`src/rtl/rtlmem_1rw_arb_if.sv`:
```
// Bundle of requester, clear-control and single-port memory signals for rtlmem_1rw_arb.
// slave = arbiter view, master = client/memory environment view.
interface rtlmem_1rw_arb_if #(
    parameter int G_ADDR  = 10,
    parameter int G_WIDTH = 16
);
    logic               clr_req;
    logic               clr_busy;

    logic               r0_req;
    logic               r0_we;
    logic [G_ADDR-1:0]  r0_ad;
    logic [G_WIDTH-1:0] r0_di;
    logic               r0_gnt;
    logic               r0_vld;
    logic [G_WIDTH-1:0] r0_do;

    logic               r1_req;
    logic               r1_we;
    logic [G_ADDR-1:0]  r1_ad;
    logic [G_WIDTH-1:0] r1_di;
    logic               r1_gnt;
    logic               r1_vld;
    logic [G_WIDTH-1:0] r1_do;

    logic               mem_clren;
    logic               mem_clrrdy;
    logic [G_ADDR-1:0]  memad;
    logic               memwe;
    logic [G_WIDTH-1:0] memdi;
    logic               memre;
    logic [G_WIDTH-1:0] memdo;

    modport slave (
        input  clr_req, mem_clrrdy, memdo,
        input  r0_req, r0_we, r0_ad, r0_di,
        input  r1_req, r1_we, r1_ad, r1_di,
        output clr_busy, mem_clren, memad, memwe, memdi, memre,
        output r0_gnt, r0_vld, r0_do,
        output r1_gnt, r1_vld, r1_do
    );

    modport master (
        output clr_req, mem_clrrdy, memdo,
        output r0_req, r0_we, r0_ad, r0_di,
        output r1_req, r1_we, r1_ad, r1_di,
        input  clr_busy, mem_clren, memad, memwe, memdi, memre,
        input  r0_gnt, r0_vld, r0_do,
        input  r1_gnt, r1_vld, r1_do
    );
endinterface

```
`src/rtl/rtlmem_1rw_arb.sv`:
```
// Two-requester arbiter for a single-port, 1-cycle-latency memory with clear sequencing.
//   state | meaning
//   IDLE  | normal operation, grants allowed
//   CLR   | one-cycle mem_clren pulse to the memory
//   WAIT  | clear running; first cycle ignores mem_clrrdy, then wait for it
module rtlmem_1rw_arb #(
    parameter int    G_ADDR  = 10,
    parameter int    G_WIDTH = 16,
    parameter string G_PRIO  = "RR"
) (
    input  logic              clk,
    input  logic              rst_n,
    rtlmem_1rw_arb_if.slave   bus
);
    localparam bit FIX0 = (G_PRIO == "FIX0");

    typedef enum logic [1:0] {
        ST_IDLE = 2'd0,
        ST_CLR  = 2'd1,
        ST_WAIT = 2'd2
    } state_t;

    state_t             state_q, state_d;
    logic               wait_first_q, wait_first_d;
    logic               rr_last_q, rr_last_d;
    logic [1:0]         rd_own_q, rd_own_d;

    logic               gate_ok;
    logic               pick0;
    logic               gnt0, gnt1;
    logic [G_ADDR-1:0]  memad_d;
    logic [G_WIDTH-1:0] memdi_d;
    logic               memwe_d, memre_d;

    always_ff @(posedge clk) begin
        if (!rst_n) begin
            state_q      <= ST_IDLE;
            wait_first_q <= 1'b0;
            rr_last_q    <= 1'b1;
            rd_own_q     <= 2'b00;
        end else begin
            state_q      <= state_d;
            wait_first_q <= wait_first_d;
            rr_last_q    <= rr_last_d;
            rd_own_q     <= rd_own_d;
        end
    end

    always_comb begin
        state_d      = state_q;
        wait_first_d = 1'b0;
        case (state_q)
            ST_IDLE: if (bus.clr_req) state_d = ST_CLR;
            ST_CLR: begin
                state_d      = ST_WAIT;
                wait_first_d = 1'b1;
            end
            // mem_clrrdy may still show the pre-clear value in the first WAIT cycle
            ST_WAIT: if (!wait_first_q && bus.mem_clrrdy) state_d = ST_IDLE;
            default: state_d = ST_IDLE;
        endcase
    end

    assign bus.clr_busy  = (state_q != ST_IDLE);
    assign bus.mem_clren = (state_q == ST_CLR);

    // A pending clr_req beats requests in IDLE; requests simply stay pending.
    assign gate_ok = (state_q == ST_IDLE) && !bus.clr_req && bus.mem_clrrdy;
    assign pick0   = bus.r0_req && (!bus.r1_req || FIX0 || rr_last_q);
    assign gnt0    = gate_ok && pick0;
    assign gnt1    = gate_ok && bus.r1_req && !pick0;

    assign bus.r0_gnt = gnt0;
    assign bus.r1_gnt = gnt1;

    always_comb begin
        rr_last_d = rr_last_q;
        if (gnt0)      rr_last_d = 1'b0;
        else if (gnt1) rr_last_d = 1'b1;
    end

    always_comb begin
        memad_d = '0;
        memdi_d = '0;
        memwe_d = 1'b0;
        memre_d = 1'b0;
        if (gnt0) begin
            memad_d = bus.r0_ad;
            memdi_d = bus.r0_di;
            memwe_d = bus.r0_we;
            memre_d = !bus.r0_we;
        end else if (gnt1) begin
            memad_d = bus.r1_ad;
            memdi_d = bus.r1_di;
            memwe_d = bus.r1_we;
            memre_d = !bus.r1_we;
        end
    end

    assign bus.memad = memad_d;
    assign bus.memdi = memdi_d;
    assign bus.memwe = memwe_d;
    assign bus.memre = memre_d;

    assign rd_own_d   = {gnt1 && !bus.r1_we, gnt0 && !bus.r0_we};
    assign bus.r0_vld = rd_own_q[0];
    assign bus.r1_vld = rd_own_q[1];
    assign bus.r0_do  = bus.memdo;
    assign bus.r1_do  = bus.memdo;
endmodule

```
`src/flat_wrapper.sv`:
```
// flat-port wrapper written by rule: the top's interface ports become plain ports
module rtlmem_1rw_arb_flat 
#(
    parameter int    G_ADDR  = 10,
    parameter int    G_WIDTH = 16,
    parameter string G_PRIO  = "  "
)
  (clk, rst_n, bus_clr_req, bus_mem_clrrdy, bus_memdo, bus_r0_req, bus_r0_we, bus_r0_ad, bus_r0_di, bus_r1_req, bus_r1_we, bus_r1_ad, bus_r1_di, bus_clr_busy, bus_mem_clren, bus_memad, bus_memwe, bus_memdi, bus_memre, bus_r0_gnt, bus_r0_vld, bus_r0_do, bus_r1_gnt, bus_r1_vld, bus_r1_do);
  rtlmem_1rw_arb_if #(.G_ADDR(G_ADDR), .G_WIDTH(G_WIDTH)) bus_i ();
  input  logic clk;
  input  logic rst_n;
  input wire logic [$bits(bus_i.clr_req)-1:0] bus_clr_req;
  input wire logic [$bits(bus_i.mem_clrrdy)-1:0] bus_mem_clrrdy;
  input wire logic [$bits(bus_i.memdo)-1:0] bus_memdo;
  input wire logic [$bits(bus_i.r0_req)-1:0] bus_r0_req;
  input wire logic [$bits(bus_i.r0_we)-1:0] bus_r0_we;
  input wire logic [$bits(bus_i.r0_ad)-1:0] bus_r0_ad;
  input wire logic [$bits(bus_i.r0_di)-1:0] bus_r0_di;
  input wire logic [$bits(bus_i.r1_req)-1:0] bus_r1_req;
  input wire logic [$bits(bus_i.r1_we)-1:0] bus_r1_we;
  input wire logic [$bits(bus_i.r1_ad)-1:0] bus_r1_ad;
  input wire logic [$bits(bus_i.r1_di)-1:0] bus_r1_di;
  output wire logic [$bits(bus_i.clr_busy)-1:0] bus_clr_busy;
  output wire logic [$bits(bus_i.mem_clren)-1:0] bus_mem_clren;
  output wire logic [$bits(bus_i.memad)-1:0] bus_memad;
  output wire logic [$bits(bus_i.memwe)-1:0] bus_memwe;
  output wire logic [$bits(bus_i.memdi)-1:0] bus_memdi;
  output wire logic [$bits(bus_i.memre)-1:0] bus_memre;
  output wire logic [$bits(bus_i.r0_gnt)-1:0] bus_r0_gnt;
  output wire logic [$bits(bus_i.r0_vld)-1:0] bus_r0_vld;
  output wire logic [$bits(bus_i.r0_do)-1:0] bus_r0_do;
  output wire logic [$bits(bus_i.r1_gnt)-1:0] bus_r1_gnt;
  output wire logic [$bits(bus_i.r1_vld)-1:0] bus_r1_vld;
  output wire logic [$bits(bus_i.r1_do)-1:0] bus_r1_do;
  assign bus_i.clr_req = bus_clr_req;
  assign bus_i.mem_clrrdy = bus_mem_clrrdy;
  assign bus_i.memdo = bus_memdo;
  assign bus_i.r0_req = bus_r0_req;
  assign bus_i.r0_we = bus_r0_we;
  assign bus_i.r0_ad = bus_r0_ad;
  assign bus_i.r0_di = bus_r0_di;
  assign bus_i.r1_req = bus_r1_req;
  assign bus_i.r1_we = bus_r1_we;
  assign bus_i.r1_ad = bus_r1_ad;
  assign bus_i.r1_di = bus_r1_di;
  assign bus_clr_busy = bus_i.clr_busy;
  assign bus_mem_clren = bus_i.mem_clren;
  assign bus_memad = bus_i.memad;
  assign bus_memwe = bus_i.memwe;
  assign bus_memdi = bus_i.memdi;
  assign bus_memre = bus_i.memre;
  assign bus_r0_gnt = bus_i.r0_gnt;
  assign bus_r0_vld = bus_i.r0_vld;
  assign bus_r0_do = bus_i.r0_do;
  assign bus_r1_gnt = bus_i.r1_gnt;
  assign bus_r1_vld = bus_i.r1_vld;
  assign bus_r1_do = bus_i.r1_do;
  rtlmem_1rw_arb #(.G_ADDR(G_ADDR), .G_WIDTH(G_WIDTH), .G_PRIO(G_PRIO)) u_core (.clk(clk), .rst_n(rst_n), .bus(bus_i));
endmodule
```
`config.mk`:
```
export PLATFORM = sky130hd
export DESIGN_NAME = rtlmem_1rw_arb_flat
export DESIGN_NICKNAME = d
export VERILOG_FILES = /design/src/rtl/rtlmem_1rw_arb_if.sv /design/src/rtl/rtlmem_1rw_arb.sv /design/src/flat_wrapper.sv
export SDC_FILE = /design/constraint.sdc
export NUM_CORES = 1
export LEC_CHECK = 0
export ABC_AREA = 1
export CORE_UTILIZATION = 26
export DETAILED_ROUTE_END_ITERATION = 6
export PLACE_DENSITY = 0.89
export SYNTH_ARGS = -nofsm -noshare
export SYNTH_HDL_FRONTEND = slang
export SYNTH_SLANG_ARGS = --single-unit
```
`constraint.sdc`:
```
create_clock -name clk -period 2.9 [get_ports clk]
set_input_delay 0.29 -clock clk [delete_from_list [all_inputs] [get_ports clk]]
set_output_delay 0.29 -clock clk [all_outputs]
set_load 0.05 [all_outputs]
```
## Word-level counts from Yosys, hierarchy flattened

Cells that the tools add are included.

- Logic and storage cells: 42
- Flip-flop bits (word level): 6

- Multiplexer cells: 14
- Eq/ne operators: 4
- Reduce and logical (&&, ||, !) cells: 20

Operator list:

| operator | number |
|---|---|
| $mux 16 | 2 |
| $mux 10 | 2 |
| $logic_and 1x1->1 | 9 |
| $mux 1 | 7 |
| $logic_not 1->1 | 6 |
| $pmux 2 s3 | 1 |
| $mux 2 | 2 |
| $reduce_bool 2->1 | 2 |
| $eq 2x1->1 const B | 1 |
| $eq 2x2->1 const B | 1 |
| $logic_not 2->1 | 1 |
| $ne 2x1->1 const B | 1 |
| $ne 2x2->1 const B | 1 |
| $reduce_and 2->1 | 1 |
| $logic_or 1x1->1 | 1 |

## Depth between registers and ports, before layout

- Depth in word-level cells: 7
- Mapped depth: 6
- Depth with buffers taken out: 6

## Worst setup path before layout

No wires, ideal clock.

- Path type: reg-to-output
- From: register u_core.state_q[1]
- To: output bus_r1_gnt
- Stages on the path, launching flop included: 4
- Arrival time: 1.606 ns
- Buffers on the path: 0
- Setup slack: 1.004 ns
- Data required time: 2.610 ns
- Cells stage by stage: dfxtp_1 -> nor2_2 -> nand3_2 -> nor3_1

- Longest elaborated chain between the ends: 5

RTL lines:

| item | RTL line | text |
|---|---|---|
| start, declared | rtlmem_1rw_arb.sv:23 | `state_t state_q, state_d;` |
| start signal, assigned | rtlmem_1rw_arb.sv:42 | `state_q <= state_d;` |
| $logic_not 2->1 | rtlmem_1rw_arb.sv:68 | `assign gate_ok = (state_q == ST_IDLE) && !bus.clr_req && bus.mem_clrrdy;` |
| $logic_and 1x1->1 (2 in a row) | rtlmem_1rw_arb.sv:68 |  |
| $logic_and 1x1->1 (2 in a row) | rtlmem_1rw_arb.sv:71 | `assign gnt1 = gate_ok && bus.r1_req && !pick0;` |
| end, declared | flat_wrapper.sv:32 | `output wire logic [$bits(bus_i.r1_gnt)-1:0] bus_r1_gnt;` |

No other way between the ends.

## Final worst setup path

- From: input bus_mem_clrrdy
- To: output bus_r1_gnt

- Longest elaborated chain between the ends: 3

RTL lines:

| item | RTL line | text |
|---|---|---|
| start, declared | flat_wrapper.sv:13 | `input wire logic [$bits(bus_i.mem_clrrdy)-1:0] bus_mem_clrrdy;` |
| $logic_and 1x1->1 | rtlmem_1rw_arb.sv:68 |  |
| $logic_and 1x1->1 (2 in a row) | rtlmem_1rw_arb.sv:71 |  |

No other way between the ends.

==> flow_summary.toml <==
[timing]
rsz0062_at_grt = "false"
finalCriticalPeriod_ns = 2.24
finalSetupViolations = 0
fmax_mhz = 446
worst-slew-pin-transition_ns = 0.510
finalMaxSlewViolations = 0
max-slew-margin-rel_pct = 65.9
finClkSkew_ns = 0.000796
fin_tns_setup_ns = 0
hold_viol = 0
final.period_utilization_pct = 77.4

[placed_design]
globalplace.congestion = 0.733
dpl_cell_area_um2 = 1980
dpl.hpwl_um = 2650
io_buffers = 93

[logic_synthesis]
synth-xor-area-share_pct = 0
synth_top_family_by_area = "simple AND/OR/NAND/NOR gates"
ys_ff_latch = 6
netlist_instances = 161
ys_seq_area_share_pct = 12.4
syn_avg_cell_area_um2 = 6.03
synth_top_area_share_pct = 27.1
syn_area_um2 = 971
yosysWarnings = 0
synth_fa_ha_area_share_pct = 0
yosysUniqueCellTypes = 17
synthSimpleGateAreaFrac_pct = 51.5
synth_compound_area_share_pct = 2.06
synth.area.top_cells = "buf_4, nand2_1, nand3_1"
synthMuxAreaShare_pct = 0
synth_area_leader_cell = "buf_4"
synth_fp_nets = 237

[pwr]
p_clk_share_pct = 24.1
power.internal_mw = 0.331
power.total_mw = 0.512
p_leak_nw = 0.897
powerDensity_nw_per_um2 = 254
p_sw_share_pct = 35.3
pwr-share-comb_pct = 58.4
ir_drop_v = 0.000298
p_sw_mw = 0.181
pwr-share-seq_pct = 17.4

[clock_tree]
clock_path_buffers = 2
cts_made_buffers = 3
cts_tree = "done"
cts_setup_buffers = 0
htree_levels = 1
root_buffer = "clkbuf_8"
clk_pin_slew_ns = 0.03
cts_resized = 0
clock-sinks = 6
cts_hold_buf = 0
clk_latency_ns = 0.22

[grt]
antenna_found_initial = 0
gr-usage-all-layers_pct = 16.7
grt.busiest_layer = "met2"
grt_overflow = 0
grt.met3_usage_pct = 5.62
grt_pass1_vias = 1239
met2_usage_pct = 30.9
grt_pass1_wl_um = 5360
met1_usage_pct = 17.1
grt_max_degree = 19

[setup_path]
cp-end-kind = "primary output"
start_kind = "primary input"
critPathArrivalTime_ns = 1.95
cp_max_fo = 3
cp.required_ns = 2.61
crit_type = "primary input to primary output"
ff2ff_path_depth = 7

[die]
die_area_um2 = 3980
die_w_um = 63.1
coreArea_um2 = 3470
num_io_pins = 142
die_h_um = 63.1
start_util_pct = 28.0
fp-row-count = 21

[final_layout]
seqCellArea_um2 = 120
synthToLayoutAreaGrowth_pct = 108
final_net_count = 300
nFillCells = 323
drive_above_1_share_pct = 28.4
design_area_um2 = 2020
multi_input_area_um2 = 524
diodes = 0

[hold_path]
hold_depth = 2
hp-class = "register to register"

[detailed_routing]
drc = 0
antenna_left = 0
wl_per_cell_um = 11.6
dr.pass1.iters = 4
vias = 1204
vias_per_cell = 4.49
wl_um = 3100
drt_iter0_drc = 27

[flow_run]
drv_cap = 0

[status]
outcome = "finished, final reports clean"
==> flip-flops by register name, indices dropped and copies added, names as in the netlist <==
register and cells:
u_core.wait_first_q 1, u_core.rd_own_q 2, u_core.state_q 2, u_core.rr_last_q 1
==> cell type report <==
cell class                      instances  share of cell area [%]
Multi-Input combinational cell        107                    26.0
Sequential cell                         6                    5.95
Clock buffer                            3                    2.04
Inverter                                8                    1.49
Timing Repair Buffer                   98                    61.7
Tap cell                               46                    2.85
==> placed cells by master, fill, tap and decap left out <==
master           instances
nand3b_1                 2
buf_4                    6
dfxtp_1                  6
nor2_4                   1
nor2_1                   5
nor3_1                   2
clkdlybuf4s50_1         64
a21oi_2                  1
clkbuf_8                 3
a21oi_1                  2
nand3_1                 28
inv_1                    7
nand2_2                 20
o21ai_1                  1
nor2_2                   2
inv_2                    1
buf_12                  28
nand3_2                  1
nand2_1                 42
==> worst max-delay path, cell delays in order <==
cell and delay, ns:
clkdlybuf4s50_1 0.51, nand3_2 0.13, nor3_1 0.19, clkdlybuf4s50_1 0.83
==> synthesized netlist by cell type <==
cell type and instances:
a21oi_1 3, buf_2 3, buf_4 35, buf_6 2, dfxtp_1 6, inv_1 7, inv_2 1, nand2_1 42
nand2_2 20, nand3_1 28, nand3_2 1, nand3b_1 2, nor2_1 5, nor2_2 2, nor2_4 1, nor3_1 2
o21ai_1 1
==> power groups by stage <==
stage,Clock (mW),Combinational [mW],Sequential (mW)
6_report,0.124,0.299,0.0891
5_1_grt,0.131,0.316,0.0896
4_1_cts,0.127,0.302,0.0891
3_5_place_dp,0,0.301,0.0903
3_3_place_gp,0,0.297,0.0900
2_1_floorplan,0,0.244,0.0908
==> cells by family after synthesis <==
logic type             count (synthesis)
and+or+nand+nor                      103
DFF                                    6
AOI/OAI and AO/OA                      4
buffers and inverters                 48
==> routing by layer <==
layer  vias up  wire length [um]
li1        599                 -
met3         9               342
met1       520              1150
met2        76              1540
met4         0                70
met5         -                 0
==> metrics by stage <==
stage	worst slack, ns	instances	utilization (%)	hold slack (ns)
final	0.656	268	58.2	0.508
after global routing	0.559	268	58.2	0.539
after CTS	0.648	268	58.2	0.508
after detailed placement	0.668	265	57.0	0.504
after global placement	0.659	265	57.0	0.485
after floorplan	1.00	161	-	0.456
==> worst paths after layout <==
check / from / to / slack, ns
min reg2reg: u_core.state_q[1] / u_core.state_q[1] / 0.51
max: bus_mem_clrrdy / bus_r1_gnt / 0.66
max reg2reg: u_core.state_q[0] / u_core.rr_last_q / 1.81
min: u_core.state_q[1] / u_core.state_q[1] / 0.51
Power figures use the tool's default switching activity.
